--- config.mk ---
export PLATFORM = sky130hd
export DESIGN_NAME = hilo_mdu_ctrl
export DESIGN_NICKNAME = d
export VERILOG_FILES = /design/src/rtl/hilo_mdu_ctrl.sv
export SDC_FILE = /design/constraint.sdc
export NUM_CORES = 1
export LEC_CHECK = 0
export CAP_MARGIN = 20
export CORE_MARGIN = 2
export CORE_UTILIZATION = 50
export DETAILED_ROUTE_END_ITERATION = 6
export MAX_ROUTING_LAYER = met4
export PLACE_DENSITY = 0.83
export SYNTH_ARGS = -nofsm -noshare
export SYNTH_HDL_FRONTEND = slang
export SYNTH_SLANG_ARGS = --single-unit
--- constraint.sdc ---
create_clock -name clk -period 5.5 [get_ports clk]
set_clock_uncertainty 0.15 [all_clocks]
set_input_delay 1.1 -clock clk [delete_from_list [all_inputs] [get_ports clk]]
set_output_delay 1.1 -clock clk [all_outputs]
set_load 0.05 [all_outputs]
--- src/rtl/hilo_mdu_ctrl.sv ---
// hilo_mdu_ctrl: sequencer for the iterative multiply/divide unit and the
// HI/LO register pair. MULT/MULTU run a shift-add multiply and DIV/DIVU run a
// restoring divide, one bit per cycle for DATA_W cycles. A final fix-up cycle
// applies the sign correction and writes HI/LO. MFHI/MFLO/MTHI/MTLO are served
// directly, and the pipeline is stalled while a result is still in flight.
module hilo_mdu_ctrl #(
    parameter int DATA_W = 32
) (
    input  logic              clk,
    input  logic              rst,
    input  logic              md_valid,
    input  logic [5:0]        funct,
    input  logic [DATA_W-1:0] rs_data,
    input  logic [DATA_W-1:0] rt_data,
    output logic              stall,
    output logic              busy,
    output logic              done,
    output logic [DATA_W-1:0] hilo_rdata,
    output logic [DATA_W-1:0] hi,
    output logic [DATA_W-1:0] lo
);

    localparam int CNT_W = $clog2(DATA_W) + 1;

    localparam logic [5:0] F_MFHI  = 6'h10;
    localparam logic [5:0] F_MTHI  = 6'h11;
    localparam logic [5:0] F_MFLO  = 6'h12;
    localparam logic [5:0] F_MTLO  = 6'h13;
    localparam logic [5:0] F_MULT  = 6'h18;
    localparam logic [5:0] F_MULTU = 6'h19;
    localparam logic [5:0] F_DIV   = 6'h1A;
    localparam logic [5:0] F_DIVU  = 6'h1B;

    typedef enum logic [1:0] {
        S_IDLE,
        S_RUN,
        S_FIX
    } state_t;

    state_t state;
    state_t state_nxt;

    // Shared 2*DATA_W-bit working register.
    // Multiply: {partial product, remaining multiplier bits}.
    // Divide:   {partial remainder, dividend bits becoming quotient bits}.
    logic [2*DATA_W-1:0] acc;
    logic [DATA_W-1:0]   opb;
    logic [CNT_W-1:0]    cnt;
    logic                op_div;
    logic                neg_main;
    logic                neg_rem;
    logic                div_zero;

    logic                is_md;
    logic                is_hilo_op;
    logic                is_signed;
    logic                start;
    logic                rs_neg;
    logic                rt_neg;
    logic [DATA_W-1:0]   abs_rs;
    logic [DATA_W-1:0]   abs_rt;

    logic [DATA_W:0]     mul_sum;
    logic [2*DATA_W-1:0] mul_next;
    logic [DATA_W:0]     div_trial;
    logic                div_ok;
    logic [2*DATA_W-1:0] div_next;

    logic [2*DATA_W-1:0] prod_fix;
    logic [DATA_W-1:0]   quot_fix;
    logic [DATA_W-1:0]   rem_fix;

    // Decode of the instruction presented by the pipeline
    always_comb begin
        is_md      = (funct == F_MULT) || (funct == F_MULTU) ||
                     (funct == F_DIV)  || (funct == F_DIVU);
        is_hilo_op = is_md || (funct == F_MFHI) || (funct == F_MTHI) ||
                     (funct == F_MFLO) || (funct == F_MTLO);
        is_signed  = (funct == F_MULT) || (funct == F_DIV);
        start      = (state == S_IDLE) && md_valid && is_md;
        rs_neg     = is_signed && rs_data[DATA_W-1];
        rt_neg     = is_signed && rt_data[DATA_W-1];
        abs_rs     = rs_neg ? -rs_data : rs_data;
        abs_rt     = rt_neg ? -rt_data : rt_data;
    end

    // One iteration of shift-add multiply and of restoring divide
    always_comb begin
        mul_sum   = {1'b0, acc[2*DATA_W-1:DATA_W]} +
                    {1'b0, (acc[0] ? opb : {DATA_W{1'b0}})};
        mul_next  = {mul_sum, acc[DATA_W-1:1]};
        div_trial = {acc[2*DATA_W-1:DATA_W], acc[DATA_W-1]} - {1'b0, opb};
        div_ok    = ~div_trial[DATA_W];
        div_next  = div_ok ? {div_trial[DATA_W-1:0], acc[DATA_W-2:0], 1'b1}
                           : {acc[2*DATA_W-2:0], 1'b0};
    end

    // Sign correction of the raw magnitudes, used in the fix-up cycle
    always_comb begin
        prod_fix = neg_main ? -acc : acc;
        quot_fix = div_zero ? {DATA_W{1'b1}}
                            : (neg_main ? -acc[DATA_W-1:0] : acc[DATA_W-1:0]);
        rem_fix  = neg_rem ? -acc[2*DATA_W-1:DATA_W] : acc[2*DATA_W-1:DATA_W];
    end

    // State register
    always_ff @(posedge clk) begin
        if (rst) begin
            state <= S_IDLE;
        end else begin
            state <= state_nxt;
        end
    end

    // Next-state logic: IDLE -> RUN for DATA_W iterations -> FIX -> IDLE
    always_comb begin
        state_nxt = state;
        case (state)
            S_IDLE: if (start) state_nxt = S_RUN;
            S_RUN:  if (cnt == CNT_W'(DATA_W - 1)) state_nxt = S_FIX;
            S_FIX:  state_nxt = S_IDLE;
            default: state_nxt = S_IDLE;
        endcase
    end

    // Datapath: operand capture, iteration, HI/LO writes and the done pulse
    always_ff @(posedge clk) begin
        if (rst) begin
            acc      <= '0;
            opb      <= '0;
            cnt      <= '0;
            op_div   <= 1'b0;
            neg_main <= 1'b0;
            neg_rem  <= 1'b0;
            div_zero <= 1'b0;
            hi       <= '0;
            lo       <= '0;
            done     <= 1'b0;
        end else begin
            done <= (state == S_FIX);
            case (state)
                S_IDLE: begin
                    if (start) begin
                        op_div   <= funct[1];
                        neg_main <= rs_neg ^ rt_neg;
                        neg_rem  <= rs_neg;
                        div_zero <= funct[1] && (rt_data == '0);
                        cnt      <= '0;
                        if (funct[1]) begin
                            acc <= {{DATA_W{1'b0}}, abs_rs};
                            opb <= abs_rt;
                        end else begin
                            acc <= {{DATA_W{1'b0}}, abs_rt};
                            opb <= abs_rs;
                        end
                    end else if (md_valid && (funct == F_MTHI)) begin
                        hi <= rs_data;
                    end else if (md_valid && (funct == F_MTLO)) begin
                        lo <= rs_data;
                    end
                end
                S_RUN: begin
                    acc <= op_div ? div_next : mul_next;
                    cnt <= cnt + 1'b1;
                end
                S_FIX: begin
                    if (op_div) begin
                        hi <= rem_fix;
                        lo <= quot_fix;
                    end else begin
                        hi <= prod_fix[2*DATA_W-1:DATA_W];
                        lo <= prod_fix[DATA_W-1:0];
                    end
                end
                default: ;
            endcase
        end
    end

    // Status outputs and the MFHI/MFLO read port
    always_comb begin
        busy  = (state != S_IDLE);
        stall = busy && md_valid && is_hilo_op;
        hilo_rdata = '0;
        if (funct == F_MFHI) hilo_rdata = hi;
        else if (funct == F_MFLO) hilo_rdata = lo;
    end

endmodule

==> results of run 1 <==
## cell families after synthesis
| logic type | Yosys count | synth area share |
|---|---|---|
| flops | 173 | 0.234 |
| compound gates | 616 | 0.269 |
| xor+xnor | 164 | 0.0970 |
| mux | 123 | 0.0834 |
| buf+inv | 191 | 0.0505 |
| simple gates | 662 | 0.205 |
| fa+ha+maj | 71 | 0.0610 |
## final cells by class
class | instances | area, um^2 | share of cell area
Sequential cell | 173 | 3460 | 0.196
Clock buffer | 18 | 439 | 0.0248
Multi-Input combinational cell | 1636 | 10600 | 0.601
Clock inverter | 14 | 159 | 0.00897
Tap cell | 384 | 480 | 0.0271
Inverter | 61 | 229 | 0.0129
Timing Repair Buffer | 201 | 2300 | 0.130
## synthesized netlist by cell type (18+ instances only)
cell                       count
sky130_fd_sc_hd__nand3_1      31
sky130_fd_sc_hd__ha_1         69
sky130_fd_sc_hd__a21oi_1     196
sky130_fd_sc_hd__o21ai_0     100
sky130_fd_sc_hd__xnor2_1      93
sky130_fd_sc_hd__inv_1        60
sky130_fd_sc_hd__nand2_1     211
sky130_fd_sc_hd__o31ai_1      22
sky130_fd_sc_hd__dfxtp_1     173
sky130_fd_sc_hd__mux2i_1     120
sky130_fd_sc_hd__o211ai_1     34
sky130_fd_sc_hd__nand2b_1     24
sky130_fd_sc_hd__a21o_1       27
sky130_fd_sc_hd__o221ai_1     34
sky130_fd_sc_hd__clkbuf_1    110
sky130_fd_sc_hd__nor2_1      232
sky130_fd_sc_hd__nor3_1       30
sky130_fd_sc_hd__or3_1        22
sky130_fd_sc_hd__a211oi_1     98
sky130_fd_sc_hd__xor2_1       71
sky130_fd_sc_hd__a22oi_1      18
## state kept, by name, summed over array words and instances, names as in the netlist, 2 cells and up
register  count
cnt           6
acc          64
opb          32
state         2
lo           32
hi           32
## layer usage
layer,vias to the layer above,global-route usage
met5,-,-
met2,914,0.515
met4,0,0.131
met1,7536,0.471
met3,144,0.0721
li1,7448,-
## power groups by stage
stage | combinational (mW) | clock (mW) | sequential (mW)
2_1_floorplan | 0.396 | 0 | 1.31
3_3_place_gp | 0.610 | 0 | 1.32
3_5_place_dp | 0.619 | 0 | 1.32
4_1_cts | 0.622 | 1.28 | 1.29
5_1_grt | 0.680 | 1.33 | 1.29
6_report | 0.640 | 1.28 | 1.29
## metrics by stage
| step | setup slack (ns) | instances | power [mW] | cell area, um^2 | hold WS (ns) |
|---|---|---|---|---|---|
| final | 0.907 | 2487 | 3.21 | 17700 | 0.307 |
| after global routing | 0.640 | 2487 | 3.30 | 17700 | 0.320 |
| after CTS | 0.905 | 2485 | 3.19 | 17700 | 0.307 |
| after detailed placement | 0.909 | 2453 | 1.94 | 17100 | 0.297 |
| after global placement | 1.01 | 2453 | 1.93 | 17100 | 0.292 |
| after floorplan | 1.32 | 2000 | 1.71 | 14800 | 0.282 |
## worst max path at each step
stage | depth (start not counted) | slack (ns) | to | from
finish | 12 | 0.91 | acc[35] | acc[42]
global route | 12 | 0.64 | acc[35] | acc[42]
CTS | 6 | 0.91 | hilo_rdata[22] | funct[0]
detailed placement | 6 | 0.91 | hilo_rdata[22] | funct[0]
global placement | 4 | 1.01 | stall | md_valid
floorplan | 5 | 1.32 | hilo_rdata[11] | funct[1]
## worst register-to-register path, stage by stage (launching register included)
cell	delay, ns
sky130_fd_sc_hd__dfxtp_1	0.57
sky130_fd_sc_hd__ha_1	0.39
sky130_fd_sc_hd__and2_1	0.20
sky130_fd_sc_hd__a221oi_2	0.40
sky130_fd_sc_hd__o2bb2ai_1	0.16
sky130_fd_sc_hd__o21ai_0	0.35
sky130_fd_sc_hd__nor4b_1	0.43
sky130_fd_sc_hd__nor3b_1	0.17
sky130_fd_sc_hd__o311ai_4	0.88
sky130_fd_sc_hd__buf_4	0.34
sky130_fd_sc_hd__mux2i_1	0.20
sky130_fd_sc_hd__a21oi_1	0.08
sky130_fd_sc_hd__a21o_1	0.17
==> results.toml, run 1 <==
[layout]
share_of_cells_above_drive_strength_1 = 0.0590
insertedDiodeCount = 0
syn2layout_area_growth_pct = 19.7
layout_commonest_cell = "sky130_fd_sc_hd__nor2_1"
final_core_util = 0.612
most_used_cells_in_the_layout_excluding_fill_and_tap_cells = "230 x sky130_fd_sc_hd__nor2_1, 211 x sky130_fd_sc_hd__nand2_1, 196 x sky130_fd_sc_hd__a21oi_1"
finish.net_count = 2234
fill_cells = 2555

[power_and_ir_drop]
p_per_area_nw_per_um2 = 181
power.share.sequential = 0.401
comb_power_share = 0.199
worst_vdd_drop_v = 0.000217
power.leakage_nw = 7.02
power.internal_mw = 2.18
switching_share = 0.320
switching_power_mw = 1.03
p_clk_frac = 0.399

[clock_network]
h-tree-depth = 4
postCtsResizedCells = 0
root_buffer = "sky130_fd_sc_hd__clkbuf_16"
clk_path_buf_depth = 2
worst_skew_pair.late_latency_ns = 0.45
clock_sinks = 173
cts_tree = "built"
clk_pin_slew_worst_paths_ns = 0.08
tritoncts.num_buffers = 17
cts-hold-fix-buffers = 0
cts.repair_timing.setup_buffer_count = 0

[worst_setup_path]
timing.critical_path.max_delay_family = "compound AO/OA/AOI/OAI gates"
timing.setup.critical_path_class = "reg -> reg"
cp_num_buf_inv = 1
crit_path_start_kind = "flop"
worstPathCellList = "ha_1 -> and2_1 -> a221oi_2 -> o2bb2ai_1 -> o21ai_0 -> nor4b_1 -> nor3b_1 -> o311ai_4 -> buf_4 -> mux2i_1 -> a21oi_1 -> a21o_1"
timing.critical_path.required_ns = 5.70
setup.reg_to_reg.worst_slack_ns = 0.91
cp_max_fo = 13
worstReg2RegStart = "acc[42]"
critical_path.max_stage_delay_ns = 0.88
cp_slowest_cell = "sky130_fd_sc_hd__o311ai_4"
worst_r2r_endpoint = "acc[35]"
critPathArrivalTime_ns = 4.79
cp-end-kind = "flop"
worst_r2r_path_depth = 12

[detailed_routing]
routed-wl-met3_um = 5590
routed_wl_um = 53700
route.detailed.vias_per_inst = 6.45
ant_nets = 0
drt-pass1-iter-count = 7
total_met2_wirelength_after_detailed_routing_um = 22900
wl_met1_um = 23000
drc_errors = 1
detailedRoute.firstIterationViolations = 2130
drt-wirelength-per-cell_um = 21.6
vias = 16042
routed.top_layer = "met4"

[yosys]
synth_flop_cell = "sky130_fd_sc_hd__dfxtp_1"
synth.yosys.seq_area_share = 0.234
synth-seq-cells = 173
yosysWarningCount = 0
post_synth_num_cell_types = 75
syn_area_per_cell_um2 = 7.40
netlist_top_cells_area = "sky130_fd_sc_hd__dfxtp_1 23%, sky130_fd_sc_hd__mux2i_1 8.1%, sky130_fd_sc_hd__a21oi_1 6.6%, sky130_fd_sc_hd__nor2_1 5.9%, sky130_fd_sc_hd__ha_1 5.8%"
top_cell_type_s_share_of_synthesized_area = 0.234
synth_async_sr_flop_share = 0
synth_largest_area_cell = "sky130_fd_sc_hd__dfxtp_1"
post_synth_design_cell_area_um2 = 14800
mappedNetlistNets = 2144
number_of_enable_type_register_cells_in_the_synthesized_netlist = 0
post_synth_inst_count = 2000

[floorplanning]
dieArea_um2 = 31000
fp.dieH_um = 176
fp.coreArea_um2 = 28900
starting_utilization_of_the_core_area = 0.512
die_w_um = 176
rows = 62
num_io_pins = 172

[status]
run_status = "finished, violations left"
violations = "DRC"

[grt]
grt_remaining_overflow = 0
antenna_found_initial = 0
pin_count_of_the_biggest_net_entering_global_routing = 95
all_layer_global_routing_usage = 0.350
first_global_vias = 14573
grt_first_pass_wirelength_um = 82700

[timing]
timing.slew.headroom = 0.297
final-setup-viol-count = 0
setup_repair_after_global_routing_missed_its_margin = "no"
worst_slew_pin_slew_ns = 1.05
hold_viol = 0
post-route-min-period_ns = 4.59
timing.fmax_mhz = 218
finalCritPeriodShare = 0.835
slew_violations = 0
fin_setup_tns_ns = 0

[flow_run]
drv_cap = 0

[placement]
gp_congestion = 0.998
port_buffers = 171
estimated_wirelength_of_the_detail_placed_design_um = 41000

[min_path]
whs_path_depth = 2
worst_hold_path.endpoint = "opb[10]"
hold_start = "opb[10]"
hold_path_class = "reg -> reg"
(Power assumes the default switching activity.)
==> run 2: changes to the inputs <==
Clock period 5.5 ns to 4.3 ns, I/O delays scaled along.
==> run 2 against run 1 <==
Compared with the run above:
- the run now ends clean
- critical path depth rose by 3
- clock-buffer cell count did not move
- core utilization grew 1.0 points
- power grew 28%
- sequential share of layout area shrank 0.32 points
- highest routed layer unchanged
- worst hold slack got worse by 0.0021 ns
- register-to-register slack worse by 0.64 ns
- largest power group unchanged
==> results.toml, run 2 (synthesis results as in run 1) <==
[min_path]
hold_path_class = "reg -> reg"

[detailed_routing]
drt-pass1-iter-count = 6
vias = 16103
detailedRoute.firstIterationViolations = 2151
drc_errors = 0
route.detailed.vias_per_inst = 6.37
drt-wirelength-per-cell_um = 21.6
ant_nets = 0
routed_wl_um = 54600

[grt]
antenna_found_initial = 2
pin_count_of_the_biggest_net_entering_global_routing = 95
grt_first_pass_wirelength_um = 84000
first_global_vias = 14780
all_layer_global_routing_usage = 0.357
grt_remaining_overflow = 0

[layout]
largest_register_ffs = 64
most_used_cells_in_the_layout_excluding_fill_and_tap_cells = "231 x sky130_fd_sc_hd__nor2_1, 211 x sky130_fd_sc_hd__nand2_1, 196 x sky130_fd_sc_hd__a21oi_1"
share_of_cells_above_drive_strength_1 = 0.0765
final_core_util = 0.622
syn2layout_area_growth_pct = 21.7
finish.net_count = 2274
layout_commonest_cell = "sky130_fd_sc_hd__nor2_1"
finalInstanceArea_um2 = 18000
top_register = "acc"
finish.cell_count_without_fillers = 2528

[clock_network]
cts-hold-fix-buffers = 0
tritoncts.num_buffers = 17
h-tree-depth = 4
worst_skew_pair.late_latency_ns = 0.45
clock_sinks = 173
clk_path_buf_depth = 2
root_buffer = "sky130_fd_sc_hd__clkbuf_16"
cts_tree = "built"
clk_pin_slew_worst_paths_ns = 0.07

[timing]
finalCritPeriodShare = 0.938
final-setup-viol-count = 0
crit_path_setup_slack_layout_ns = 0.266
worst_slew_pin_slew_ns = 1.05
timing.slew.headroom = 0.297
slew_violations = 0
post-route-min-period_ns = 4.03
fin_setup_tns_ns = 0
timing.fmax_mhz = 248
setup_repair_after_global_routing_missed_its_margin = "no"
hold_viol = 0
timing.hold.ws_ns = 0.305

[floorplanning]
dieArea_um2 = 31000
fp.dieH_um = 176
num_io_pins = 172
rows = 62
fp.coreArea_um2 = 28900
starting_utilization_of_the_core_area = 0.512
die_w_um = 176

[power_and_ir_drop]
power.total_mw = 4.13
worst_vdd_drop_v = 0.000271
p_per_area_nw_per_um2 = 229
power.leakage_nw = 7.23

[worst_setup_path]
cp_max_fo = 19
timing.setup.critical_path_class = "reg -> reg"
timing.critical_path.required_ns = 4.49
crit_path_start_kind = "flop"
critPathArrivalTime_ns = 4.22
cp-end-kind = "flop"

[placement]
detailedPlace.worstSlack_ns = 0.212
dp_cells = 2495
port_buffers = 171
placedInstanceArea_um2 = 17400
gp_congestion = 1.07
estimated_wirelength_of_the_detail_placed_design_um = 42400

[status]
run_status = "completed"

[flow_run]
drv_cap = 0
-- run 2: worst paths after layout --
path | start | to | slack [ns] | cells past startpoint
worst max-delay path | opb[5] | acc[39] | 0.27 | 15
worst min-delay path | opb[24] | opb[24] | 0.31 | 2
worst max register to register | opb[5] | acc[39] | 0.27 | 15
worst min register to register | opb[24] | opb[24] | 0.31 | 2
-- run 2: where the power goes --
group	internal [mW]	switching (mW)
combinational	0.340	0.509
sequential	1.62	0.0278
clock	0.804	0.827
total	2.76	1.36
-- run 2: cell type report --
| class | count | area (um^2) |
|---|---|---|
| antenna | 1 | 2.50 |
| clock buffer | 18 | 439 |
| clock inverter | 14 | 170 |
| fill | 2483 | 10900 |
| inverter | 61 | 229 |
| multi-input combinational | 1636 | 10600 |
| sequential | 173 | 3460 |
| tap | 384 | 480 |
| timing repair buffer | 241 | 2590 |
-- run 2: critical path, cell delays in order, from the launching register on --
cell,delay [ns]
sky130_fd_sc_hd__dfxtp_1,0.33
sky130_fd_sc_hd__inv_1,0.07
sky130_fd_sc_hd__ha_1,0.35
sky130_fd_sc_hd__a21o_1,0.23
sky130_fd_sc_hd__a211oi_1,0.23
sky130_fd_sc_hd__buf_4,0.16
sky130_fd_sc_hd__a211oi_1,0.06
sky130_fd_sc_hd__buf_4,0.15
sky130_fd_sc_hd__o21ai_1,0.29
sky130_fd_sc_hd__nor4b_1,0.45
sky130_fd_sc_hd__nor3b_1,0.17
sky130_fd_sc_hd__o311ai_4,0.55
sky130_fd_sc_hd__buf_12,0.27
sky130_fd_sc_hd__mux2i_1,0.20
sky130_fd_sc_hd__a21oi_1,0.09
sky130_fd_sc_hd__a21o_1,0.17
-- run 2: metal layers --
metal	track usage	share of wire	up-vias
met5	-	0	-
met4	0.129	0.039	0
met3	0.0708	0.11	135
met2	0.522	0.43	956
met1	0.488	0.42	7484
li1	-	-	7528
-- run 2: timing repair --
| item | CTS | global route |
|---|---|---|
| resized for setup | 0 | 1 |
| endpoints found under the setup margin | 0 | 3 |
| setup buffers | 0 | 0 |
==> run 3: changes to the inputs <==
Settings changed: GPL_TIMING_DRIVEN set to 0, SKIP_LAST_GASP set to 1.
==> run 3 against run 2 <==
Compared with the run above:
- routed wire length grew 15%
- sequential share of layout area grew 0.44 points
- cell count grew 2.4%
- clock-buffer cell count shrank 1
- worst hold slack gained 0.0081 ns
- critical path type is now in -> out
- largest cell class unchanged
==> results.toml, run 3 (synthesis results as in run 1) <==
[worst_setup_path]
cp_max_fo = 5
timing.setup.critical_path_class = "in -> out"
crit_path_start_kind = "input pin"
cp-end-kind = "output pin"
critical_path.max_stage_delay_ns = 0.85
cp_slowest_cell = "sky130_fd_sc_hd__nor4bb_1"
setup.reg_to_reg.worst_slack_ns = 0.19
timing.critical_path.required_ns = 3.29
critPathArrivalTime_ns = 3.19
critical-path-top-cell-by-count = "sky130_fd_sc_hd__clkdlybuf4s50_1"
worstPathCellList = "clkdlybuf4s50_1 -> nor4bb_1 -> nor2b_1 -> clkdlybuf4s50_1"

[timing]
hold_viol = 0
finalCritPeriodShare = 0.977
setup_repair_after_global_routing_missed_its_margin = "no"
final-setup-viol-count = 0
worst_slew_pin_slew_ns = 0.965
timing.slew.headroom = 0.348
timing.fmax_mhz = 238
fin_setup_tns_ns = 0
post-route-min-period_ns = 4.20
slew_violations = 0

[layout]
syn2layout_area_growth_pct = 19.2
largest_register_ffs = 64
top_register = "acc"
most_used_cells_in_the_layout_excluding_fill_and_tap_cells = "232 x sky130_fd_sc_hd__nor2_1, 211 x sky130_fd_sc_hd__nand2_1, 196 x sky130_fd_sc_hd__a21oi_1"
insertedDiodeCount = 0
fill_cells = 2693
layout_commonest_cell = "sky130_fd_sc_hd__nor2_1"
share_of_cells_above_drive_strength_1 = 0.0381
finish.net_count = 2335

[detailed_routing]
ant_nets = 0
route.detailed.vias_per_inst = 6.43
vias = 16642
drt-wirelength-per-cell_um = 24.3
drc_errors = 0
routed_wl_um = 62900
drt-pass1-iter-count = 6
detailedRoute.firstIterationViolations = 2035

[grt]
pin_count_of_the_biggest_net_entering_global_routing = 19
grt_first_pass_wirelength_um = 93400
grt_remaining_overflow = 0
all_layer_global_routing_usage = 0.408
first_global_vias = 15303
antenna_found_initial = 0

[clock_network]
tritoncts.num_buffers = 17
clock_sinks = 173
worst_skew_pair.late_latency_ns = 0.46
cts-hold-fix-buffers = 0
clk_pin_slew_worst_paths_ns = 0.08
cts_tree = "built"
clk_path_buf_depth = 2
h-tree-depth = 4
root_buffer = "sky130_fd_sc_hd__clkbuf_16"

[placement]
estimated_wirelength_of_the_detail_placed_design_um = 50700
port_buffers = 170
gp_congestion = 1.01

[power_and_ir_drop]
p_per_area_nw_per_um2 = 236
worst_vdd_drop_v = 0.000202
power.total_mw = 4.17
power.leakage_nw = 7.05

[floorplanning]
fp.dieH_um = 176
dieArea_um2 = 31000
rows = 62
num_io_pins = 172
die_w_um = 176
starting_utilization_of_the_core_area = 0.512
fp.coreArea_um2 = 28900

[flow_run]
drv_cap = 0

[status]
run_status = "completed"

[min_path]
hold_path_class = "reg -> reg"
[run 3: cell types whose count changed in the layout (fill, tap and decap cells not counted), moves of 4 or more]
cell,delta
sky130_fd_sc_hd__dlygate4sd2_1,+28
sky130_fd_sc_hd__buf_6,+4
sky130_fd_sc_hd__clkbuf_2,+8
sky130_fd_sc_hd__buf_4,-67
sky130_fd_sc_hd__clkinv_8,-4
sky130_fd_sc_hd__dfxtp_1,-5
sky130_fd_sc_hd__clkbuf_1,+102
sky130_fd_sc_hd__buf_1,+12
sky130_fd_sc_hd__buf_12,-34
sky130_fd_sc_hd__dfxtp_2,+5
[run 3: final cells by class]
type	instances	area (um^2)	share of cell area
buffer	129	533	0.0302
timing repair buffer	173	1690	0.0959
inverter	61	229	0.0130
sequential	173	3470	0.197
clock buffer	17	425	0.0241
clock inverter	15	143	0.00809
multi-input combinational	1636	10700	0.605
tap	384	480	0.0272
[run 3: routing by layer]
metal	share of wire	global-route usage
met1	0.44	0.566
met2	0.42	0.585
met3	0.11	0.0870
met4	0.033	0.137
met5	0	-
[run 3: power breakdown]
part | switching (mW) | internal [mW] | total [mW] | leakage [nW]
logic | 0.566 | 0.354 | 0.919 | 5.38
clock network | 0.829 | 0.772 | 1.60 | 0.276
registers | 0.0297 | 1.62 | 1.65 | 1.40
[run 3: worst paths after layout]
check             startpoint      end  cells past startpoint
setup / recovery    funct[5]    stall                      4
setup reg to reg      acc[0]  acc[59]                     13
hold reg to reg       opb[9]   opb[9]                      2
hold / removal        opb[9]   opb[9]                      2
[run 3: worst max-delay path, delay by kind of cell]
family	cells	cell delay [ns]
and+or+nand+nor	2	1.06
buffers and inverters	2	1.27
[run 3: repair_timing]
action / in CTS / in global routing
buffers inserted: 1 / 2
endpoints found under the setup margin: 65 / 63
cloned: 0 / 0
pin swaps: 1 / 1
resized for setup: 53 / 15
[run 3: per-stage QoR]
stage | util | instance area, um^2 | instances | setup WS, ns | hold WS [ns]
after floorplan | - | 14800 | 2000 | 0.597 | 0.282
after global placement | 0.587 | 17000 | 2554 | -0.879 | 0.293
after detailed placement | 0.587 | 17000 | 2554 | -0.870 | 0.302
after CTS | 0.608 | 17600 | 2587 | -0.0733 | 0.312
after global routing | 0.610 | 17600 | 2588 | 0.0175 | 0.321
final | 0.610 | 17600 | 2588 | 0.0980 | 0.313
